`src/rtl/vector_pkg.sv`:
```
// Shared vector-datapath definitions: lane geometry, memory depth and LSU state encoding.
package vector_pkg;

  localparam int LANES     = 16;
  localparam int LANE_W    = 16;
  localparam int ADDR_W    = 32;
  localparam int MEM_DEPTH = 2048;
  localparam int VL_W      = 5;

  typedef logic [LANES-1:0][ADDR_W-1:0] addr_vec_t;
  typedef logic [LANES-1:0][LANE_W-1:0] data_vec_t;

  typedef enum logic [2:0] {IDLE, CALC, READ, WRITE, RESP} lsu_state_t;

endpackage

```
`src/rtl/vector_lsu_if.sv`:
```
// Request/response channel between the MEM stage (master) and the vector LSU (slave).
interface vector_lsu_if;
  import vector_pkg::*;

  logic              req_valid;
  logic              req_ready;
  logic              req_store;
  logic [ADDR_W-1:0] req_base;
  logic [ADDR_W-1:0] req_stride;
  logic [VL_W-1:0]   req_vl;
  data_vec_t         req_wdata;
  logic              resp_valid;
  logic              resp_ready;
  data_vec_t         resp_rdata;
  logic              resp_fault;

  modport master (
    output req_valid, req_store, req_base, req_stride, req_vl, req_wdata, resp_ready,
    input  req_ready, resp_valid, resp_rdata, resp_fault
  );

  modport slave (
    input  req_valid, req_store, req_base, req_stride, req_vl, req_wdata, resp_ready,
    output req_ready, resp_valid, resp_rdata, resp_fault
  );

endinterface

```
`src/rtl/vector_addr_gen.sv`:
```
// Strided lane address generator: active mask, bounds fault, and inactive lanes
// replicating the last active lane so their writes are harmless duplicates.
module vector_addr_gen
  import vector_pkg::*;
(
  input  logic [ADDR_W-1:0] base,
  input  logic [ADDR_W-1:0] stride,
  input  logic [VL_W-1:0]   vl,
  output addr_vec_t         addr,
  output logic [LANES-1:0]  mask,
  output logic              fault
);

  addr_vec_t raw;

  // NOTE: every output of a combinational block gets a default first, so no path leaves it unassigned and no latch is inferred.
  always_comb begin
    raw   = '0;
    addr  = '0;
    mask  = '0;
    fault = 1'b0;

    raw[0] = base;
    for (int i = 1; i < LANES; i++) raw[i] = raw[i-1] + stride;

    mask[0] = (vl != '0);
    addr[0] = raw[0];
    if (mask[0] && raw[0] >= ADDR_W'(MEM_DEPTH)) fault = 1'b1;

    // Inactive lanes carry the previous lane forward, i.e. lane vl-1.
    for (int i = 1; i < LANES; i++) begin
      mask[i] = (VL_W'(i) < vl);
      addr[i] = mask[i] ? raw[i] : addr[i-1];
      if (mask[i] && raw[i] >= ADDR_W'(MEM_DEPTH)) fault = 1'b1;
    end
  end

endmodule

```
`src/rtl/vector_lsu.sv`:
```
// Vector load/store unit: accepts one strided request, drives the 16-lane memory,
// and returns load data or a bounds-fault response.
module vector_lsu
  import vector_pkg::*;
(
  input  logic         clk,
  input  logic         rst,
  vector_lsu_if.slave  bus,
  output addr_vec_t    mem_addr,
  output logic         mem_we,
  output data_vec_t    mem_wd,
  input  data_vec_t    mem_rd
);

  lsu_state_t        state, state_n;
  logic              store_q;
  logic [ADDR_W-1:0] base_q, stride_q;
  logic [VL_W-1:0]   vl_q;
  data_vec_t         wdata_q, rdata_q, merged, rd_masked;
  logic              fault_q;

  addr_vec_t         gen_addr;
  logic [LANES-1:0]  gen_mask;
  logic              gen_fault;

  vector_addr_gen u_addr_gen (
    .base   (base_q),
    .stride (stride_q),
    .vl     (vl_q),
    .addr   (gen_addr),
    .mask   (gen_mask),
    .fault  (gen_fault)
  );

  // NOTE: sequential state uses non-blocking assignment so every register samples pre-edge values.
  always_ff @(posedge clk) begin
    if (rst) state <= IDLE;
    else     state <= state_n;
  end

  always_comb begin
    state_n = state;
    case (state)
      IDLE:  if (bus.req_valid) state_n = CALC;
      CALC:  if (gen_fault || vl_q == '0) state_n = RESP;
             else if (store_q)            state_n = WRITE;
             else                         state_n = READ;
      READ:  state_n = RESP;
      WRITE: state_n = RESP;
      RESP:  if (bus.resp_ready) state_n = IDLE;
      default: state_n = IDLE;
    endcase
  end

  always_comb begin
    bus.req_ready  = (state == IDLE)  && !rst;
    bus.resp_valid = (state == RESP)  && !rst;
    mem_we         = (state == WRITE) && !rst;
  end

  // NOTE: the request payload has no reset; it is only consumed after an accept has loaded it.
  always_ff @(posedge clk) begin
    if (bus.req_valid && bus.req_ready) begin
      store_q  <= bus.req_store;
      base_q   <= bus.req_base;
      stride_q <= bus.req_stride;
      vl_q     <= (bus.req_vl > VL_W'(LANES)) ? VL_W'(LANES) : bus.req_vl;
      wdata_q  <= bus.req_wdata;
    end
  end

  // Inactive lanes write lane vl-1's data to lane vl-1's address: an identical duplicate.
  always_comb begin
    merged    = '0;
    rd_masked = '0;
    merged[0] = wdata_q[0];
    for (int i = 1; i < LANES; i++) merged[i] = gen_mask[i] ? wdata_q[i] : merged[i-1];
    for (int i = 0; i < LANES; i++) rd_masked[i] = gen_mask[i] ? mem_rd[i] : '0;
  end

  always_ff @(posedge clk) begin
    if (rst) begin
      mem_addr <= '0;
      mem_wd   <= '0;
      rdata_q  <= '0;
      fault_q  <= 1'b0;
    end else begin
      case (state)
        CALC: begin
          mem_addr <= gen_addr;
          mem_wd   <= merged;
          rdata_q  <= '0;
          fault_q  <= gen_fault;
        end
        READ:    rdata_q <= rd_masked;
        default: ;
      endcase
    end
  end

  assign bus.resp_rdata = rdata_q;
  assign bus.resp_fault = fault_q;

endmodule

```
`src/flat_wrapper.sv`:
```
// flat-port wrapper written by rule: the top's interface ports become plain ports
module vector_lsu_flat import vector_pkg::*;
  (clk, rst, mem_addr, mem_we, mem_wd, mem_rd, bus_req_valid, bus_req_store, bus_req_base, bus_req_stride, bus_req_vl, bus_req_wdata, bus_resp_ready, bus_req_ready, bus_resp_valid, bus_resp_rdata, bus_resp_fault);
  vector_lsu_if bus_i ();
  input  logic clk;
  input  logic rst;
  output addr_vec_t mem_addr;
  output logic mem_we;
  output data_vec_t mem_wd;
  input  data_vec_t mem_rd;
  input wire logic [$bits(bus_i.req_valid)-1:0] bus_req_valid;
  input wire logic [$bits(bus_i.req_store)-1:0] bus_req_store;
  input wire logic [$bits(bus_i.req_base)-1:0] bus_req_base;
  input wire logic [$bits(bus_i.req_stride)-1:0] bus_req_stride;
  input wire logic [$bits(bus_i.req_vl)-1:0] bus_req_vl;
  input wire logic [$bits(bus_i.req_wdata)-1:0] bus_req_wdata;
  input wire logic [$bits(bus_i.resp_ready)-1:0] bus_resp_ready;
  output wire logic [$bits(bus_i.req_ready)-1:0] bus_req_ready;
  output wire logic [$bits(bus_i.resp_valid)-1:0] bus_resp_valid;
  output wire logic [$bits(bus_i.resp_rdata)-1:0] bus_resp_rdata;
  output wire logic [$bits(bus_i.resp_fault)-1:0] bus_resp_fault;
  assign bus_i.req_valid = bus_req_valid;
  assign bus_i.req_store = bus_req_store;
  assign bus_i.req_base = bus_req_base;
  assign bus_i.req_stride = bus_req_stride;
  assign bus_i.req_vl = bus_req_vl;
  assign bus_i.req_wdata = bus_req_wdata;
  assign bus_i.resp_ready = bus_resp_ready;
  assign bus_req_ready = bus_i.req_ready;
  assign bus_resp_valid = bus_i.resp_valid;
  assign bus_resp_rdata = bus_i.resp_rdata;
  assign bus_resp_fault = bus_i.resp_fault;
  vector_lsu u_core (.clk(clk), .rst(rst), .bus(bus_i), .mem_addr(mem_addr), .mem_we(mem_we), .mem_wd(mem_wd), .mem_rd(mem_rd));
endmodule
```
`config.mk`:
```
export PLATFORM = sky130hd
export DESIGN_NAME = vector_lsu_flat
export DESIGN_NICKNAME = d
export VERILOG_FILES = /design/src/rtl/vector_pkg.sv /design/src/rtl/vector_lsu_if.sv /design/src/rtl/vector_addr_gen.sv /design/src/rtl/vector_lsu.sv /design/src/flat_wrapper.sv
export SDC_FILE = /design/constraint.sdc
export NUM_CORES = 2
export LEC_CHECK = 0
export ABC_AREA = 1
export CORE_AREA = 5 5 628 630
export DETAILED_ROUTE_END_ITERATION = 12
export DIE_AREA = 0 0 633 635
export PLACE_DENSITY_LB_ADDON = 0.05
export SYNTH_ARGS = -nofsm -noshare
export SYNTH_HDL_FRONTEND = slang
export SYNTH_SLANG_ARGS = --single-unit
```
`constraint.sdc`:
```
create_clock -name clk -period 35 [get_ports clk]
set_input_delay 7 -clock clk [delete_from_list [all_inputs] [get_ports clk]]
set_output_delay 7 -clock clk [all_outputs]
set_load 0.05 [all_outputs]
```
==> out/summary.log <==
[placed_design] Placer Congestion 0.954
[critical_path] most frequent CP cell sky130_fd_sc_hd__nand2_1
[critical_path] Critical R2R Launch u_core.stride_q[0]$_DFFE_PP_
[routing] count of antenna-violating nets left after detailed routing 0
[die] die extent in y 635 um
[die] # IOs 1,614
[run] Max-Cap Viols 1
[clocking] level count of the clock H-tree 4
[critical_path] r2r endpoint u_core.state[2]$_SDFFE_PP0P_
[global_route] vias in the first global route 83,800
[timing] setup total negative slack 0 ns
[synthesis] post-synthesis instance total 11,100
[synthesis] top-count cell post-synth sky130_fd_sc_hd__nand2_1
[routing] post-detailed-route via-to-cell ratio 4.69
[synthesis] number of warnings reported in the yosys synthesis log 0
[die] core area 388,000 um^2
[routing] average routed wire per standard cell 30.9 um
[timing] total count of hold-check failures in the final report 0
[synthesis] Top FF cell, synth sky130_fd_sc_hd__dfxtp_1
[timing] setup violators final 0
[global_route] first-pass GRT wire length 743,000 um
[placed_design] post-DP HPWL 448,000 um
[hold_path] Hold Path Class reg -> reg
[timing] maximum frequency from static timing analysis 40.3 MHz
[critical_path] slowest cell on the critical path sky130_fd_sc_hd__fa_1
[timing] transition at the pin with the smallest max-transition slack 1.52 ns
[routing] DRT iter0 DRCs 6,444
[routing] overall via count from detail_route 84,200
[clocking] clock root buffer sky130_fd_sc_hd__clkbuf_16
[status] status finished, violations left
[critical_path] largest driver fanout on the critical path 11
[timing] share of the clock period used by the worst path 70.9%
[clocking] clock sink count 1,354
[synthesis] Unique masters post-synth 62
[timing] time the final worst path needs with I/O delays and setup 24.83 ns
[synthesis] Synth top area share 25.5%
[critical_path] Critical Setup Path Class reg -> reg
[critical_path] endpoint of the most critical setup path u_core.state[2]$_SDFFE_PP0P_
[critical_path] worst endpoint data arrival time 25.59 ns
[timing] Clock Skews 0.129 ns
[synthesis] dominant cell type by area after synthesis sky130_fd_sc_hd__dfxtp_1
[layout] layout overhead on the synthesized area 35.1%
[clocking] post-cts repair resize count 0
[clocking] clock insertion delay at the later pin of the skew report 0.93 ns
[layout] nets@finish 13,600
[critical_path] startpoint kind of the worst setup timing path register
[critical_path] kind of end point of the critical path register
[layout] area used by multi-input combinational logic 43,300 um^2
[routing] drt first pass iters 9
[layout] combined flip-flop and latch cell area 30,400 um^2
[die] Horiz. Die Dim 633 um
[synthesis] Post-Syn Nets 12,200
[global_route] pin count of the biggest net entering global routing 233
[status] failing checks capacitance limit, slew limit
[timing] normalized max-slew margin -2.36%
[synthesis] Post-synth EDFFs 326
[critical_path] data required time at the worst endpoint 35.76 ns
[synthesis] Seq cells post-synth 1,354
[global_route] initial antenna violation count 128
[clocking] maximum clock path buffer count 4
[die] starting density of the core 20.8%
[clocking] Setup Fix Bufs, Post-CTS 0
[synthesis] part of the Yosys area used for sequential elements 37.6%
[global_route] total global routing track utilization 26.3%
[die] floorplan row count 229
[layout] count of fill cells added during filler insertion 42,700
[die] die area 402,000 um^2
[synthesis] Synth top cells by count sky130_fd_sc_hd__nand2_1, sky130_fd_sc_hd__inv_1, sky130_fd_sc_hd__dfxtp_1, sky130_fd_sc_hd__a21oi_1, sky130_fd_sc_hd__nand3_1
[critical_path] Setup crit start u_core.stride_q[0]$_DFFE_PP_
[clocking] total clock buffers created by CTS 184
[synthesis] async set-or-reset flop fraction in the synthesized netlist 0%
[synthesis] Post-Synthesis Mean Instance Area 7.27 um^2
[critical_path] FF-to-FF path depth 112
[synthesis] mapped cell area 80,800 um^2
[global_route] residual overflow from global routing 0
[layout] share of layout cells above drive strength 1 4.68%
[timing] Final Max Tran Viols 3
[placed_design] PortBufs 1,613
[timing] RSZ-0062 raised after global routing false
[critical_path] minimum setup slack among reg-to-reg paths 10.17 ns
[clocking] hold-fix buffers at CTS 0
[critical_path] crit-path max cell delay 0.77 ns
[routing] remaining routing DRC violations 0
[routing] final WL 554,000 um
[synthesis] dominant cells by area after synthesis sky130_fd_sc_hd__dfxtp_1, sky130_fd_sc_hd__nand2_1, sky130_fd_sc_hd__edfxtp_1, sky130_fd_sc_hd__ha_1, sky130_fd_sc_hd__inv_1
[clocking] CTS tree done
[clocking] clock-pin slew on the worst setup and hold paths 0.06 ns
per-stage QoR:
step / instances / setup slack (ns) / area (um^2) / util, % / hold slack [ns]
6_report: 17900 / 10.17 / 109000 / 28.2 / 0.459
5_1_grt: 17900 / 8.15 / 109000 / 28.1 / 0.476
4_1_cts: 17900 / 10.03 / 109000 / 28.1 / 0.462
3_5_place_dp: 17600 / 10.15 / 103000 / 26.5 / 0.453
3_3_place_gp: 17600 / 9.76 / 103000 / 26.5 / 0.451
2_1_floorplan: 11100 / 2.60 / 80800 / - / 0.474
state kept, by name, indices dropped and copies added (netlist names), 3 cells and up:
signal / count
u_core.base_q: 32
u_core.mem_wd: 256
u_core.stride_q: 32
u_core.bus.resp_rdata: 256
u_core.mem_addr: 512
u_core.merged: 16
u_core.state: 3
u_core.vl_q: 5
u_core.wdata_q: 240
critical path: cells and delay by family (launching register included):
family,cells,cell delay [ns]
compound gates,26,5.76
xor+xnor,13,4.17
fa+ha+maj,16,6.45
buf+inv,10,0.89
flops,1,0.42
simple gates,47,7.02
routing by layer:
metal | part of all wire, % | GRT usage [%] | vias to the layer above
li1 | - | - | 40100
met1 | 40 | 31.2 | 40900
met2 | 50 | 47.1 | 2529
met3 | 6.0 | 5.12 | 595
met4 | 4.0 | 9.09 | 84
met5 | 0.10 | 0 | -
how the worst min path moves through the flow:
stage,slack [ns],end,cells after the start,startpoint
after floorplan,0.47,u_core.mem_wd[0]$_SDFFE_PP0P_,2,u_core.merged[0]$_DFFE_PP_
after global placement,0.45,u_core.bus.resp_rdata[186]$_SDFFE_PP0P_,2,u_core.bus.resp_rdata[186]$_SDFFE_PP0P_
after detailed placement,0.45,u_core.bus.resp_rdata[21]$_SDFFE_PP0P_,2,u_core.bus.resp_rdata[21]$_SDFFE_PP0P_
after CTS,0.46,u_core.bus.resp_rdata[21]$_SDFFE_PP0P_,2,u_core.bus.resp_rdata[21]$_SDFFE_PP0P_
after global routing,0.48,u_core.bus.resp_rdata[31]$_SDFFE_PP0P_,2,u_core.bus.resp_rdata[31]$_SDFFE_PP0P_
final,0.46,u_core.bus.resp_rdata[58]$_SDFFE_PP0P_,2,u_core.bus.resp_rdata[58]$_SDFFE_PP0P_
final cells by class:
| class | count | share of cell area, % |
|---|---|---|
| clock buffers | 257 | 4.86 |
| flip-flops and latches | 1354 | 27.8 |
| multi-input cells | 7848 | 39.6 |
| diodes | 43 | 0.0985 |
| inverters | 1414 | 4.89 |
| clock inverters | 79 | 0.973 |
| well taps | 5197 | 5.95 |
| repair buffers | 1752 | 15.8 |
cells in the final DEF, fill, tap and decap left out, drive strengths merged, types with 6 or more instances in the layout:
cell type	synthesis	routed
nor2	641	641
clkinv	6	56
a21boi	27	27
nand2	2633	2633
nand3	826	826
nor3	91	91
o21bai	321	321
bufinv	0	15
buf	105	140
xor2	287	287
o221ai	6	6
nand3b	17	17
edfxtp	326	326
dfxtp	1028	1028
clkbuf	391	257
nand4	79	79
a21o	51	51
or2	77	77
clkdlybuf4s50	0	1612
nor4	32	32
o211ai	400	400
inv	1408	1418
diode	0	43
o21ai	719	719
a31oi	148	148
o21a	41	41
a21oi	834	834
ha	474	474
a211oi	11	11
xnor2	95	95
fa	7	7
logic make-up (layout without fill, tap and decap cells):
kind of cell	after synthesis	count (layout)	synth area share, %
simple gates	4407	4407	22.7
compound gates	2575	2575	19.0
buf+inv	1910	3502	9.03
flops	1354	1354	37.6
fa+ha+maj	481	481	7.51
xor+xnor	382	382	4.14
mux	3	3	0.0372
other cells	0	43	0
Power is left out: the tool's default activity adds up to more than one toggle a clock period on the data nets, which glitch-free logic cannot reach.
